==> src/rtl/park_sensor_cond.sv <==
// Sensor conditioning for the park gate controller: sync, debounce, rise detect, occupancy count.
// Optional full-lot entrance lockout enabled by defining PARK_FULL_GATE_EN.
module park_sensor_cond #(
  parameter int unsigned DEBOUNCE_CYCLES = 4,
  parameter int unsigned CAPACITY        = 8,
  parameter int unsigned CNT_W           = 4
) (
  input  logic             clk,
  input  logic             reset_n,
  input  logic             raw_entrance,
  input  logic             raw_exit,
  input  logic             raw_leave,
  output logic             sensor_entrance,
  output logic             sensor_exit,
  output logic [CNT_W-1:0] occupancy,
  output logic             lot_full,
  output logic             lot_empty,
  output logic             count_err
);

  localparam int unsigned DB_W  = $clog2(DEBOUNCE_CYCLES + 1);
  localparam int unsigned IX_EN = 0;
  localparam int unsigned IX_EX = 1;
  localparam int unsigned IX_LV = 2;

  logic [2:0]      s1, s2, db, db_prev;
  logic [DB_W-1:0] stab [3];
  logic [2:0]      rise;

  assign rise = db & ~db_prev;

  always_ff @(posedge clk) begin
    if (!reset_n) begin
      s1        <= '0;
      s2        <= '0;
      db        <= '0;
      db_prev   <= '0;
      occupancy <= '0;
      count_err <= 1'b0;
      for (int unsigned i = 0; i < 3; i++) stab[i] <= '0;
    end else begin
      s1      <= {raw_leave, raw_exit, raw_entrance};
      s2      <= s1;
      db_prev <= db;
      // Flip on the edge the counter would reach DEBOUNCE_CYCLES, so compare against one less.
      for (int unsigned i = 0; i < 3; i++) begin
        if (s2[i] == db[i]) begin
          stab[i] <= '0;
        end else if (stab[i] == DB_W'(DEBOUNCE_CYCLES - 1)) begin
          db[i]   <= s2[i];
          stab[i] <= '0;
        end else begin
          stab[i] <= stab[i] + DB_W'(1);
        end
      end

      count_err <= 1'b0;
      if (rise[IX_EX] && !rise[IX_LV]) begin
        if (occupancy < CNT_W'(CAPACITY)) occupancy <= occupancy + CNT_W'(1);
        else                               count_err <= 1'b1;
      end else if (rise[IX_LV] && !rise[IX_EX]) begin
        if (occupancy != '0) occupancy <= occupancy - CNT_W'(1);
        else                 count_err <= 1'b1;
      end
    end
  end

  assign lot_full    = (occupancy == CNT_W'(CAPACITY));
  assign lot_empty   = (occupancy == '0);
  assign sensor_exit = db[IX_EX];

`ifdef PARK_FULL_GATE_EN
  assign sensor_entrance = db[IX_EN] & ~lot_full;
`else
  assign sensor_entrance = db[IX_EN];
`endif

endmodule
==> config.mk <==
export PLATFORM = sky130hd
export DESIGN_NAME = park_sensor_cond
export DESIGN_NICKNAME = d
export VERILOG_FILES = /design/src/rtl/park_sensor_cond.sv
export SDC_FILE = /design/constraint.sdc
export NUM_CORES = 1
export LEC_CHECK = 0
export CELL_PAD_IN_SITES_DETAIL_PLACEMENT = 1
export CELL_PAD_IN_SITES_GLOBAL_PLACEMENT = 2
export CORE_MARGIN = 5
export CORE_UTILIZATION = 35
export CTS_BUF_LIST = sky130_fd_sc_hd__clkbuf_4 sky130_fd_sc_hd__clkbuf_8 sky130_fd_sc_hd__clkbuf_16
export DETAILED_ROUTE_END_ITERATION = 16
export PLACE_DENSITY = 0.81
export SYNTH_ARGS = -nofsm -noshare
export SYNTH_HDL_FRONTEND = slang
export SYNTH_SLANG_ARGS = --single-unit
==> constraint.sdc <==
create_clock -name clk -period 2.4 [get_ports clk]
set_clock_uncertainty 0.1 [all_clocks]
set_input_delay 0.36 -clock clk [delete_from_list [all_inputs] [get_ports clk]]
set_output_delay 0.36 -clock clk [all_outputs]
set_load 0.01 [all_outputs]
==> results of run 1 <==
==> where the power goes <==
group / internal, W / switching [W]
sequential: 0.000451 / 0.00000485
combinational: 0.0000185 / 0.0000180
clock: 0.0000637 / 0.000132
==> layer usage <==
metal  track usage [%]  vias to the layer above  part of all wire [%]
met4              6.84                        0                   2.7
met1              9.87                      366                    43
met3              3.00                        4                   6.0
met2              16.4                       13                    48
met5                 0                        -                     0
li1                  -                      393                     -
==> cells by family (layout without fill, tap and decap cells) <==
kind of cell	after synthesis	after routing	synth area share, %
AOI/OAI and AO/OA	8	8	5.37
xor gates and xnor gates	4	4	3.01
adders and majority gates	11	11	12.5
buffers and inverters	12	27	3.87
DFF	25	25	50.7
muxes	3	3	2.58
other	1	9	0.322
and+or+nand+nor	43	43	21.7
==> registers in the layout, indices dropped and copies added, names as in the netlist <==
name,flops
s1,3
db,3
s2,3
occupancy,4
stab,9
db_prev,2
count_err,1
==> repair_timing <==
action | 4_1_cts | 5_1_grt
gates resized for setup | 0 | 1
setup buffers | 0 | 0
hold endpoints to repair | 0 | 0
setup endpoints to repair | 0 | 1
==> worst max-delay path: stages, from the launching register on <==
cell and delay, ns:
sky130_fd_sc_hd__dfxtp_1 0.42, sky130_fd_sc_hd__nor3_2 0.32, sky130_fd_sc_hd__and2_2 0.19, sky130_fd_sc_hd__clkdlybuf4s50_1 0.52
==> layout make-up <==
type / instances / area, um^2 / share of cell area, %
multi-input cells: 78 / 562 / 39.9
repair buffers: 13 / 130 / 9.24
clock buffers: 3 / 22.5 / 1.60
flip-flops and latches: 25 / 591 / 42.0
inverters: 10 / 37.5 / 2.67
well taps: 46 / 57.6 / 4.09
clock inverters: 1 / 7.51 / 0.533
==> layout by cell type, fill, tap and decap left out <==
master	synthesis	final
sky130_fd_sc_hd__dfxtp_1	16	16
sky130_fd_sc_hd__clkdlybuf4s50_1	0	13
sky130_fd_sc_hd__inv_1	10	10
sky130_fd_sc_hd__nor2_1	10	10
sky130_fd_sc_hd__ha_1	10	9
sky130_fd_sc_hd__edfxtp_1	9	9
sky130_fd_sc_hd__conb_1	1	9
sky130_fd_sc_hd__and2_1	8	8
sky130_fd_sc_hd__nand2_1	5	5
sky130_fd_sc_hd__nand3b_1	4	4
sky130_fd_sc_hd__nand2b_1	3	3
sky130_fd_sc_hd__nand3_1	3	3
sky130_fd_sc_hd__a21boi_1	3	3
sky130_fd_sc_hd__xor2_1	3	3
sky130_fd_sc_hd__mux2i_1	3	3
sky130_fd_sc_hd__nor2b_1	3	3
sky130_fd_sc_hd__clkbuf_4	0	3
sky130_fd_sc_hd__a21oi_1	2	2
sky130_fd_sc_hd__nor4_1	1	1
sky130_fd_sc_hd__nor3_2	1	1
sky130_fd_sc_hd__and2_2	1	1
sky130_fd_sc_hd__nor2_4	1	1
sky130_fd_sc_hd__xnor2_1	1	1
sky130_fd_sc_hd__o2111a_1	1	1
sky130_fd_sc_hd__a21o_2	1	1
sky130_fd_sc_hd__nor3_1	1	1
sky130_fd_sc_hd__nand2b_4	1	1
sky130_fd_sc_hd__a32o_1	1	1
sky130_fd_sc_hd__nor4bb_1	1	1
sky130_fd_sc_hd__fa_1	1	1
sky130_fd_sc_hd__ha_2	0	1
sky130_fd_sc_hd__clkinvlp_4	0	1
==> through the flow <==
stage          worst slack, ns  power (W)  utilization (%)  area [um^2]
2_1_floorplan            0.301   0.000489                -         1190
3_3_place_gp             0.278   0.000500             41.9         1380
3_5_place_dp             0.150   0.000502             41.9         1380
4_1_cts                  0.123   0.000706             42.8         1410
5_1_grt                 0.0625   0.000727             42.9         1410
6_report                 0.174   0.000688             42.9         1410
==> path summary, 6_finish.rpt <==
| check | slack (ns) | start | depth (start not counted) | end |
|---|---|---|---|---|
| worst max-delay path | 0.17 | occupancy[0] | 3 | lot_full |
| worst min-delay path | 0.35 | s1[2] | 1 | s2[2] |
| worst max register to register | 0.21 | db[1] | 9 | occupancy[3] |
| worst min register to register | 0.35 | s1[2] | 1 | s2[2] |
==> results.md, run 1 <==
Routing:
- In the routed design, unresolved DRC markers number 0.
- The first detailed-routing pass took 4 iterations.
- The routed length per placed instance is between 10 and 15 um.
- The routed layout has just under 800 vias.
- In this run, the number of DRC markers left after iteration 0 of detailed routing was 22.
- Wires add up to roughly 1900 um.
- Once detail routing completed, the nets flagged for antenna violations numbered 0.
- The number of vias per cell after detailed routing is about 4.4.

Logic synthesis:
- The fraction of registers with async set or reset after synthesis is 0%.
- The count of mapped cells out of synthesis is roughly 110.
- The number of library cell types mapped by synthesis is 29.
- By area the synthesized netlist is led by sky130_fd_sc_hd__dfxtp_1, sky130_fd_sc_hd__edfxtp_1, sky130_fd_sc_hd__ha_1.
- The share of the yosys chip area belonging to registers is approximately half.
- Counting flops with a built-in enable in the synthesized netlist gives 9.
- The top-area cell type share of the netlist area is ~27%.
- The synthesized flop and latch total is 25.
- The Yosys step of the flow raised 0 warnings.
- The average footprint of a synthesized cell is 10.9 um^2.
- After synthesis, the most frequently instantiated cells are sky130_fd_sc_hd__dfxtp_1, sky130_fd_sc_hd__ha_1, sky130_fd_sc_hd__inv_1, sky130_fd_sc_hd__nor2_1, sky130_fd_sc_hd__edfxtp_1.
- The predominant post-synthesis flop cell is sky130_fd_sc_hd__dfxtp_1.
- The cell taking the most area after synthesis is sky130_fd_sc_hd__dfxtp_1.
- In the post-synthesis netlist, the cell with the most instances is sky130_fd_sc_hd__dfxtp_1.
- The post-synthesis instance area is ~1200 um^2.

Die:
- The die is ~68 um tall.
- The floorplan has 21 rows.
- The initial cell density of the core is a little over a third.
- Pin placement for this block handled 14 I/O pins.
- The core outline area is around 3300 um^2.
- The die is slightly below 70 um wide.
- The area of the die is 4580 um^2.

Global route:
- The first global-routing pass estimated roughly 3200 um of wire.
- Global routing used 9.61% of the available tracks.
- The number of global-route vias before repair is 774.
- The number of antenna violations at the first check in global routing is 0.
- Entering global routing, the biggest net connects 20 pins.
- After global routing the overflow that remains totals 0.

Worst hold path:
- The type of the most critical hold path is reg -> reg.

Run status:
- The flow ran to the end, and the final reports show no timing, DRC or antenna violations.

Cells and area:
- The number of antenna diodes in the final layout is 0.
- Fill cells in the final layout number about 380.
- Once layout is complete, the cells apart from fillers number approximately 180.
- The synthesis-to-finish area growth is 20.8%.
- The net count of the finished layout is between 100 and 150.
- In the final layout, the share of cells above drive strength 1 is under 10%.

STA:
- The slew of the pin with the lowest slew margin is 0.592 ns.
- Setup violations remaining at the end of the flow were counted as 0.
- The peak clock frequency supported by timing is 0.449 GHz.
- The relative max-transition margin is about three fifths.
- The worst hold margin is approximately 0.35 ns.
- The max-slew violation count is 0.
- The total count of hold-check failures in the final report is 0.
- The final setup TNS is 0 ns.
- The worst path uses between 90% and 100% of the clock period.
- Setup repair after global routing left no endpoint under its margin.
- The clock period minus final worst setup slack is 2.23 ns.

Placement:
- In this run the tool buffered the top-level ports with 13 buffer cells.
- At the end of routability-driven placement, the weighted congestion stood at ~0.76.
- The HPWL after detailed placement is between 1000 and 1500 um.
- The count of placed standard cells including taps is between 150 and 200.

Clock network:
- TritonCTS built the clock tree.
- The number of hold buffers added after CTS was 0.
- At the later pin of the worst-skew pair, clock insertion delay measures between 0.3 and 0.4 ns.
- The number of buffers added by the clock tree synthesis step is 3.
- The tree is rooted in a sky130_fd_sc_hd__clkbuf_4.
- The clock passes through at most 2 buffers.
- CTS built an H-tree with a depth of 1.
- Clock tree synthesis found a total of 25 sinks.
- After clock tree synthesis, the clock-pin slew on the worst setup and hold paths is 0.14 ns.

Critical path:
- The data arrival time of the critical path is between 1.5 and 2 ns.
- The worst setup path is of the reg -> out kind.
- The element type at the critical path start is a flip-flop.
- The nature of the critical path endpoint is an output port.
- The required time of the critical path is ~1.9 ns.
- Along the worst path, the maximum fanout reaches 7.

Power:
- Power spread over the standard cell area amounts to 489 nW/um^2.
- In this run the static leakage power is roughly 0.61 nW.
- The maximum vdd drop is about 0.41 mV.

Flow run:
- The tool flagged a number of max-cap violations equal to 0.
Power figures use the tool's default switching activity.
==> inputs of run 2 (changes only) <==
Settings changed: CORE_MARGIN 5 to not set.
==> results.md, run 2 (same netlist as run 1, synthesis figures left out) <==
Clock network:
- The number of buffers added by the clock tree synthesis step is 3 (unchanged).
- The clock root buffer is sky130_fd_sc_hd__clkbuf_4.
- The hold buffer count at CTS was 0 (unchanged).
- The clock slew at the register clock pins of the worst setup and hold paths is 0.14 ns (about the same).
- The maximum buffer depth of the clock tree came to 2 (unchanged).
- The TritonCTS clock tree is done.
- The clock sink total is 25 (unchanged).
- The H-tree depth is 1 (unchanged).
- The clock latency reported for the late side of the worst-skew pair is 0.31 ns (about the same).

Critical path:
- The critical-path cell with the highest stage delay is sky130_fd_sc_hd__dfxtp_1.
- The data arrival time of the critical path is 2.34 ns (+0.57 ns).
- The signal on the critical path passes through nand2b_1 -> inv_1 -> ha_2 -> inv_1 -> ha_1 -> a21o_2 -> a21oi_1 -> nor3_1 -> nor4bb_1.
- The delay of the slowest critical-path stage came to 0.42 ns (-0.10 ns).
- The required time of the critical path is 2.54 ns (+0.60 ns).
- By instance count, the cell type seen most on the critical path is sky130_fd_sc_hd__inv_1.
- The nature of the critical path endpoint is a flip-flop.
- The critical path in this run is classified as reg -> reg.
- The worst setup path is launched from a flip-flop.
- The critical-path maximum fanout was 6 (-1).

STA:
- The worst path setup slack after routing is 0.200 ns (+0.0261 ns).
- Setup repair after global routing left no endpoint under its margin.
- The final setup TNS was 0 ns (unchanged).
- The peak clock frequency supported by timing is 0.455 GHz (+1.2%).
- The total count of hold-check failures in the final report is 0 (unchanged).
- The max-slew violation count is 0 (unchanged).
- The final setup violation count is 0 (unchanged).
- The clock period minus final worst setup slack is 2.20 ns (-0.0261 ns).
- The final cycle utilization of the critical path is 91.7% (-1.1 points).

Routing:
- The count of unresolved DRC violations after routing is 0 (unchanged).
- The number of detailed-routing iterations run before antenna repair is 3 (-1).
- The number of design-rule violations left by the first detailed-router iteration came to 40 (+82%).
- The routed length per placed instance is 10.3 um (-5.9%).
- The number of vias after detailed routing is 785 (+1.2%).
- The number of vias per cell after detailed routing is 4.49 (+1.7%).
- The remaining number of nets flagged by the antenna check after routing was 0 (unchanged).
- The wire length after detailed routing is 1800 um (-6.5%).

Power:
- The net switching component of the power is 0.000149 W (-3.8%).
- The fraction of power consumed by sequential logic is 66.7% (+0.5 points).
- The ratio of total power to cell area is 484 nW/um^2 (-1.1%).
- The fraction of power spent switching nets is 21.9% (-0.69 points).
- The maximum vdd drop is 0.298 mV (-28%).
- The standby leakage power came to 0.611 nW (+0.79%).
- The clock group share of total power is 27.8% (-0.7 points).
- The combinational power share is 5.5% (+0.2 points).
- The internal power summed over all cells is 0.000534 W (+0.14%).

Placement:
- The placer's final routability congestion estimate is 0.753 (-1.2%).
- The HPWL after detailed placement was 1430 um (-0.76%).
- The number of input and output port buffers inserted is 13 (unchanged).
- The setup slack at placement was 0.0935 ns (-0.0561 ns).

Cells and area:
- The library cell used most frequently in the layout, excluding fill and tap cells, is sky130_fd_sc_hd__dfxtp_1.
- The largest registers in the layout are stab (9), occupancy (4).
- In the layout the commonest cells are sky130_fd_sc_hd__dfxtp_1, sky130_fd_sc_hd__clkdlybuf4s50_1, sky130_fd_sc_hd__inv_1, sky130_fd_sc_hd__nor2_1.
- The count of inserted antenna diode cells was 0 (unchanged).
- The ratio of cells with drive above 1 in the final layout was 8.40% (+0.70 points).
- The register with the most flip-flops in the final layout is stab.
- The synthesis-to-finish area growth is 21.3%.
- The layout net count came to 148 (+0.68%).
- The number of flip-flops in the largest register came to 9 (unchanged).
- The number of inserted filler cells in the final layout is 364 (-3.7%).

Worst hold path:
- In this run the worst hold path is classified as reg -> reg.

Die:
- The initial cell density of the core is 37.5% (+2.1 points).
- The core outline area came to 3100 um^2 (-5.5%).
- The row count is 20 (-4.8%).
- The overall die width is 59.7 um (-12%).
- The area of the die is 3560 um^2 (-22%).
- The height of the die is 59.7 um (-12%).
- The I/O pin total is 14 (unchanged).

Global route:
- The residual overflow from global routing is 0 (unchanged).
- The wire length of the first global-routing pass is 3190 um (+0.63%).
- The number of antenna violations at the first check in global routing came to 0 (unchanged).
- The pin count of the biggest net entering global routing came to 16 (-20%).
- The number of global-route vias before repair is 769 (-0.65%).
- The global-route usage over all layers is 12.0% (+2.4 points).

Run status:
- The flow ran to the end, and the final reports show no timing, DRC or antenna violations.

Flow run:
- The reported max-cap violation count was 0 (unchanged).
==> run 2: through the flow <==
step	instance area, um^2	std cells	util (%)	total power (W)	hold slack (ns)
after CTS	1410	175	45.4	0.000697	0.355
after global routing	1410	175	45.5	0.000716	0.374
after detailed placement	1380	171	44.5	0.000504	0.322
final	1410	175	45.5	0.000683	0.350
after floorplan	1190	115	-	0.000489	0.312
after global placement	1380	171	44.5	0.000501	0.315
==> run 2: power by group through the flow <==
stage | Combinational, W | Clock, W | Sequential [W]
floorplan | 0.0000246 | 0 | 0.000464
global placement | 0.0000364 | 0 | 0.000465
detailed placement | 0.0000385 | 0 | 0.000465
CTS | 0.0000386 | 0.000202 | 0.000456
global route | 0.0000448 | 0.000213 | 0.000457
finish | 0.0000377 | 0.000190 | 0.000456
==> run 2: final timing paths <==
kind	from	slack (ns)	depth (start not counted)	end
worst max register to register	db[1]	0.20	9	occupancy[3]
worst min register to register	s1[0]	0.35	1	s2[0]
worst min-delay path	s1[0]	0.35	1	s2[0]
worst max-delay path	db[1]	0.20	9	occupancy[3]
==> run 2: area by class of cell <==
type	instances	area [um^2]	area share, %
multi-input cells	78	562	39.8
clock buffers	3	22.5	1.59
clock inverters	1	7.51	0.531
flip-flops and latches	25	591	41.8
well taps	44	55.1	3.90
repair buffers	14	138	9.74
inverters	10	37.5	2.66
==> run 2: critical path, delay by kind of cell (launching register included) <==
kind,cells,cell delay [ns]
buffers and inverters,2,0.18
adders and majority gates,2,0.54
and+or+nand+nor,3,0.43
AOI/OAI and AO/OA,2,0.45
DFF,1,0.42
==> run 2: metal layers <==
metal / vias up / global-route usage [%] / routed length, um
met5: - / 0 / 0
li1: 394 / - / -
met2: 11 / 21.3 / 909
met3: 2 / 1.95 / 48
met1: 378 / 13.9 / 817
met4: 0 / 5.98 / 21
==> run 2: what timing repair did <==
item                       4_1_cts  5_1_grt
setup endpoints to repair        0        1
resized for setup                0        1
setup buffers                    0        0
==> inputs of run 3 (changes only) <==
Settings changed: CELL_PAD_IN_SITES_DETAIL_PLACEMENT 1 to not set, CELL_PAD_IN_SITES_GLOBAL_PLACEMENT 2 to not set, CORE_UTILIZATION 35 to 40, PLACE_DENSITY 0.81 to 0.64.
==> results.md, run 3 (same netlist as run 1, synthesis figures left out) <==
Run status:
- The flow ran to the end, and the final reports show no timing, DRC or antenna violations.

Die:
- The overall die width is 56.0 um (-6.2%).
- The initial cell density of the core is 42.2% (+4.7 points).
- The height of the die is 56.0 um (-6.2%).
- The row count came to 19 (-5.0%).
- The core outline area is 2760 um^2 (-11%).
- The I/O pin total is 14 (unchanged).
- The area of the die was 3130 um^2 (-12%).

Clock network:
- The root buffer cell chosen for the clock tree is sky130_fd_sc_hd__clkbuf_4.
- The number of buffers added by the clock tree synthesis step is 3 (unchanged).
- The H-tree depth is 1 (unchanged).
- The clock latency reported for the late side of the worst-skew pair came to 0.31 ns (about the same).
- The count of buffers added by post-CTS timing repair for setup was 0 (unchanged).
- The clock slew at the register clock pins of the worst setup and hold paths was 0.12 ns (-0.02 ns).
- The maximum buffer depth of the clock tree is 2 (unchanged).
- The clock sink total is 25 (unchanged).
- TritonCTS built the clock tree.

STA:
- Setup repair after global routing left no endpoint under its margin.
- The relative max-transition margin is about 63%.
- The worst hold margin is 0.352 ns (+0.00238 ns).
- The clock period minus final worst setup slack came to 2.19 ns (-0.00963 ns).
- The peak clock frequency supported by timing is 0.457 GHz (+0.44%).
- The slew of the pin with the lowest slew margin is around 0.55 ns.
- The total count of hold-check failures in the final report is 0 (unchanged).
- The final cycle utilization of the critical path is 91.3% (-0.40 points).
- The final setup violation count is 0 (unchanged).
- The max-slew violation count is 0 (unchanged).
- The final setup TNS is 0 ns (unchanged).

Routing:
- The wire length after detailed routing was 1650 um (-8.3%).
- The number of vias after detailed routing is 767 (-2.3%).
- The remaining number of nets flagged by the antenna check after routing came to 0 (unchanged).
- The number of vias per cell after detailed routing is 4.76 (+6.2%).
- The number of detailed-routing iterations run before antenna repair came to 2 (-1).
- The count of unresolved DRC violations after routing is 0 (unchanged).
- The routed length per placed instance was 10.2 um (-0.32%).
- The number of design-rule violations left by the first detailed-router iteration is 8 (-80%).

Cells and area:
- The layout net count is 147 (-0.68%).
- The synthesis-to-finish area growth is 19.2%.
- The number of flip-flops in the largest register was 9 (unchanged).
- The ratio of cells with drive above 1 in the final layout is 7.69% (-0.70 points).
- The register with the most flip-flops in the final layout is stab.
- The count of inserted antenna diode cells came to 0 (unchanged).
- The commonest non-fill, non-tap cell in the layout is sky130_fd_sc_hd__dfxtp_1.
- The top cell types in the final layout, fill and taps aside, are sky130_fd_sc_hd__dfxtp_1, sky130_fd_sc_hd__clkdlybuf4s50_1, sky130_fd_sc_hd__inv_1, sky130_fd_sc_hd__nor2_1.
- The summed area of non-filler cells in the final layout is 1390 um^2 (-1.7%).
- The number of inserted filler cells in the final layout is 267 (-27%).
- The utilization of the core after routing came to 50.4% (+4.8 points).
- In the final layout, the registers with the most flip-flops are stab (9), occupancy (4).

Global route:
- The wire length of the first global-routing pass came to 3020 um (-5.4%).
- The pin count of the biggest net entering global routing was 20 (+4).
- The global-route usage over all layers is 12.2% (+0.23 points).
- The number of antenna violations at the first check in global routing is 0 (unchanged).
- The number of global-route vias before repair is 759 (-1.3%).
- The residual overflow from global routing is 0 (unchanged).

Power:
- The ratio of total power to cell area is 493 nW/um^2 (+1.9%).
- The net switching component of the power was 0.000139 W (-6.9%).
- The internal power summed over all cells is 0.000545 W (+2.1%).
- The clock group share of total power is 28.2% (+0.4 points).
- The combinational power share is 5.2% (-0.3 points).
- The standby leakage power came to 0.611 nW (about the same).
- The fraction of power spent switching nets is 20.3% (-1.5 points).
- The fraction of power consumed by sequential logic came to 66.6% (about the same).
- The maximum vdd drop is 0.380 mV (+27%).

Critical path:
- The worst reg2reg path depth is 9 (unchanged).
- In this run the critical register-to-register path is launched from db[1].
- STA classifies the critical path endpoint as an output port.
- The required time of the critical path is 1.94 ns (-0.60 ns).
- Among all stages on the critical path, the largest delay is contributed by sky130_fd_sc_hd__clkdlybuf4s50_1.
- The termination of the worst setup path is lot_full.
- The data arrival time of the critical path is 1.73 ns (-0.61 ns).
- The delay of the slowest critical-path stage came to 0.52 ns (+0.10 ns).
- The type of the worst setup path is reg -> out.
- The critical-path maximum fanout came to 7 (+1).
- The most critical setup path has its startpoint at occupancy[0].
- The worst setup path is launched from a flip-flop.
- Traced cell by cell, the critical path runs through nor3_2 -> and2_2 -> clkdlybuf4s50_1.
- In this run the critical register-to-register path is captured at occupancy[3].
- The setup slack on the worst flop-to-flop path came to 0.24 ns (+0.04 ns).

Placement:
- The HPWL after detailed placement came to 1270 um (-11%).
- The placed standard-cell area is 1360 um^2 (-1.7%).
- The placer's final routability congestion estimate is 0.788 (+4.7%).
- The number of input and output port buffers inserted is 13 (unchanged).

Worst hold path:
- The type of the most critical hold path is reg -> reg.

Flow run:
- The reported max-cap violation count is 0 (unchanged).
==> run 3: cell types whose count changed in the layout (fill, tap and decap cells not counted), sizes merged <==
cell      delta
clkinvlp     -1
clkbuf       +1
buf          -1
==> run 3: timing repair <==
item,in CTS,in global routing
setup endpoints to repair,0,1
hold buffers,0,0
resized for setup,0,1
==> run 3: power by group through the flow <==
stage                     combinational [W]  sequential [W]  clock (W)
after floorplan                   0.0000246        0.000464          0
after global placement            0.0000347        0.000465          0
after detailed placement          0.0000357        0.000465          0
after CTS                         0.0000358        0.000456   0.000207
after global routing              0.0000419        0.000457   0.000222
final                             0.0000356        0.000456   0.000193
==> run 3: cell type report <==
class	instances	area (um^2)	share of cell area [%]
timing repair buffer	13	130	9.37
clock buffer	4	30.0	2.16
sequential	25	591	42.5
multi-input combinational	78	562	40.5
tap	31	38.8	2.79
inverter	10	37.5	2.70
==> run 3: metal layers <==
metal | vias up | global-route usage (%) | part of all wire [%]
met4 | 0 | 5.92 | 1.2
li1 | 395 | - | -
met3 | 2 | 3.72 | 4.6
met1 | 359 | 13.5 | 45
met5 | - | 0 | 0
met2 | 11 | 21.3 | 49
==> run 3: how the worst min path moves through the flow <==
stage | startpoint | to | slack (ns) | depth (start not counted)
after global routing | s1[1] | s2[1] | 0.37 | 1
after detailed placement | s1[1] | s2[1] | 0.32 | 1
after global placement | s1[2] | s2[2] | 0.31 | 1
after CTS | s1[1] | s2[1] | 0.36 | 1
after floorplan | s1[0] | s2[0] | 0.31 | 1
final | s1[1] | s2[1] | 0.35 | 1
==> run 3: worst max-delay path: cells and delay by family, from the launching register on <==
| family | cells | cell delay, ns |
|---|---|---|
| buffers and inverters | 1 | 0.52 |
| flip-flops | 1 | 0.41 |
| AND/OR/NAND/NOR | 2 | 0.49 |
==> run 3: metrics by stage <==
step | power (W) | setup WS [ns] | std cells
final | 0.000684 | 0.210 | 161
after global routing | 0.000721 | 0.0659 | 161
after CTS | 0.000699 | 0.139 | 161
after detailed placement | 0.000501 | 0.165 | 157
after global placement | 0.000499 | 0.282 | 157
after floorplan | 0.000489 | 0.301 | 115
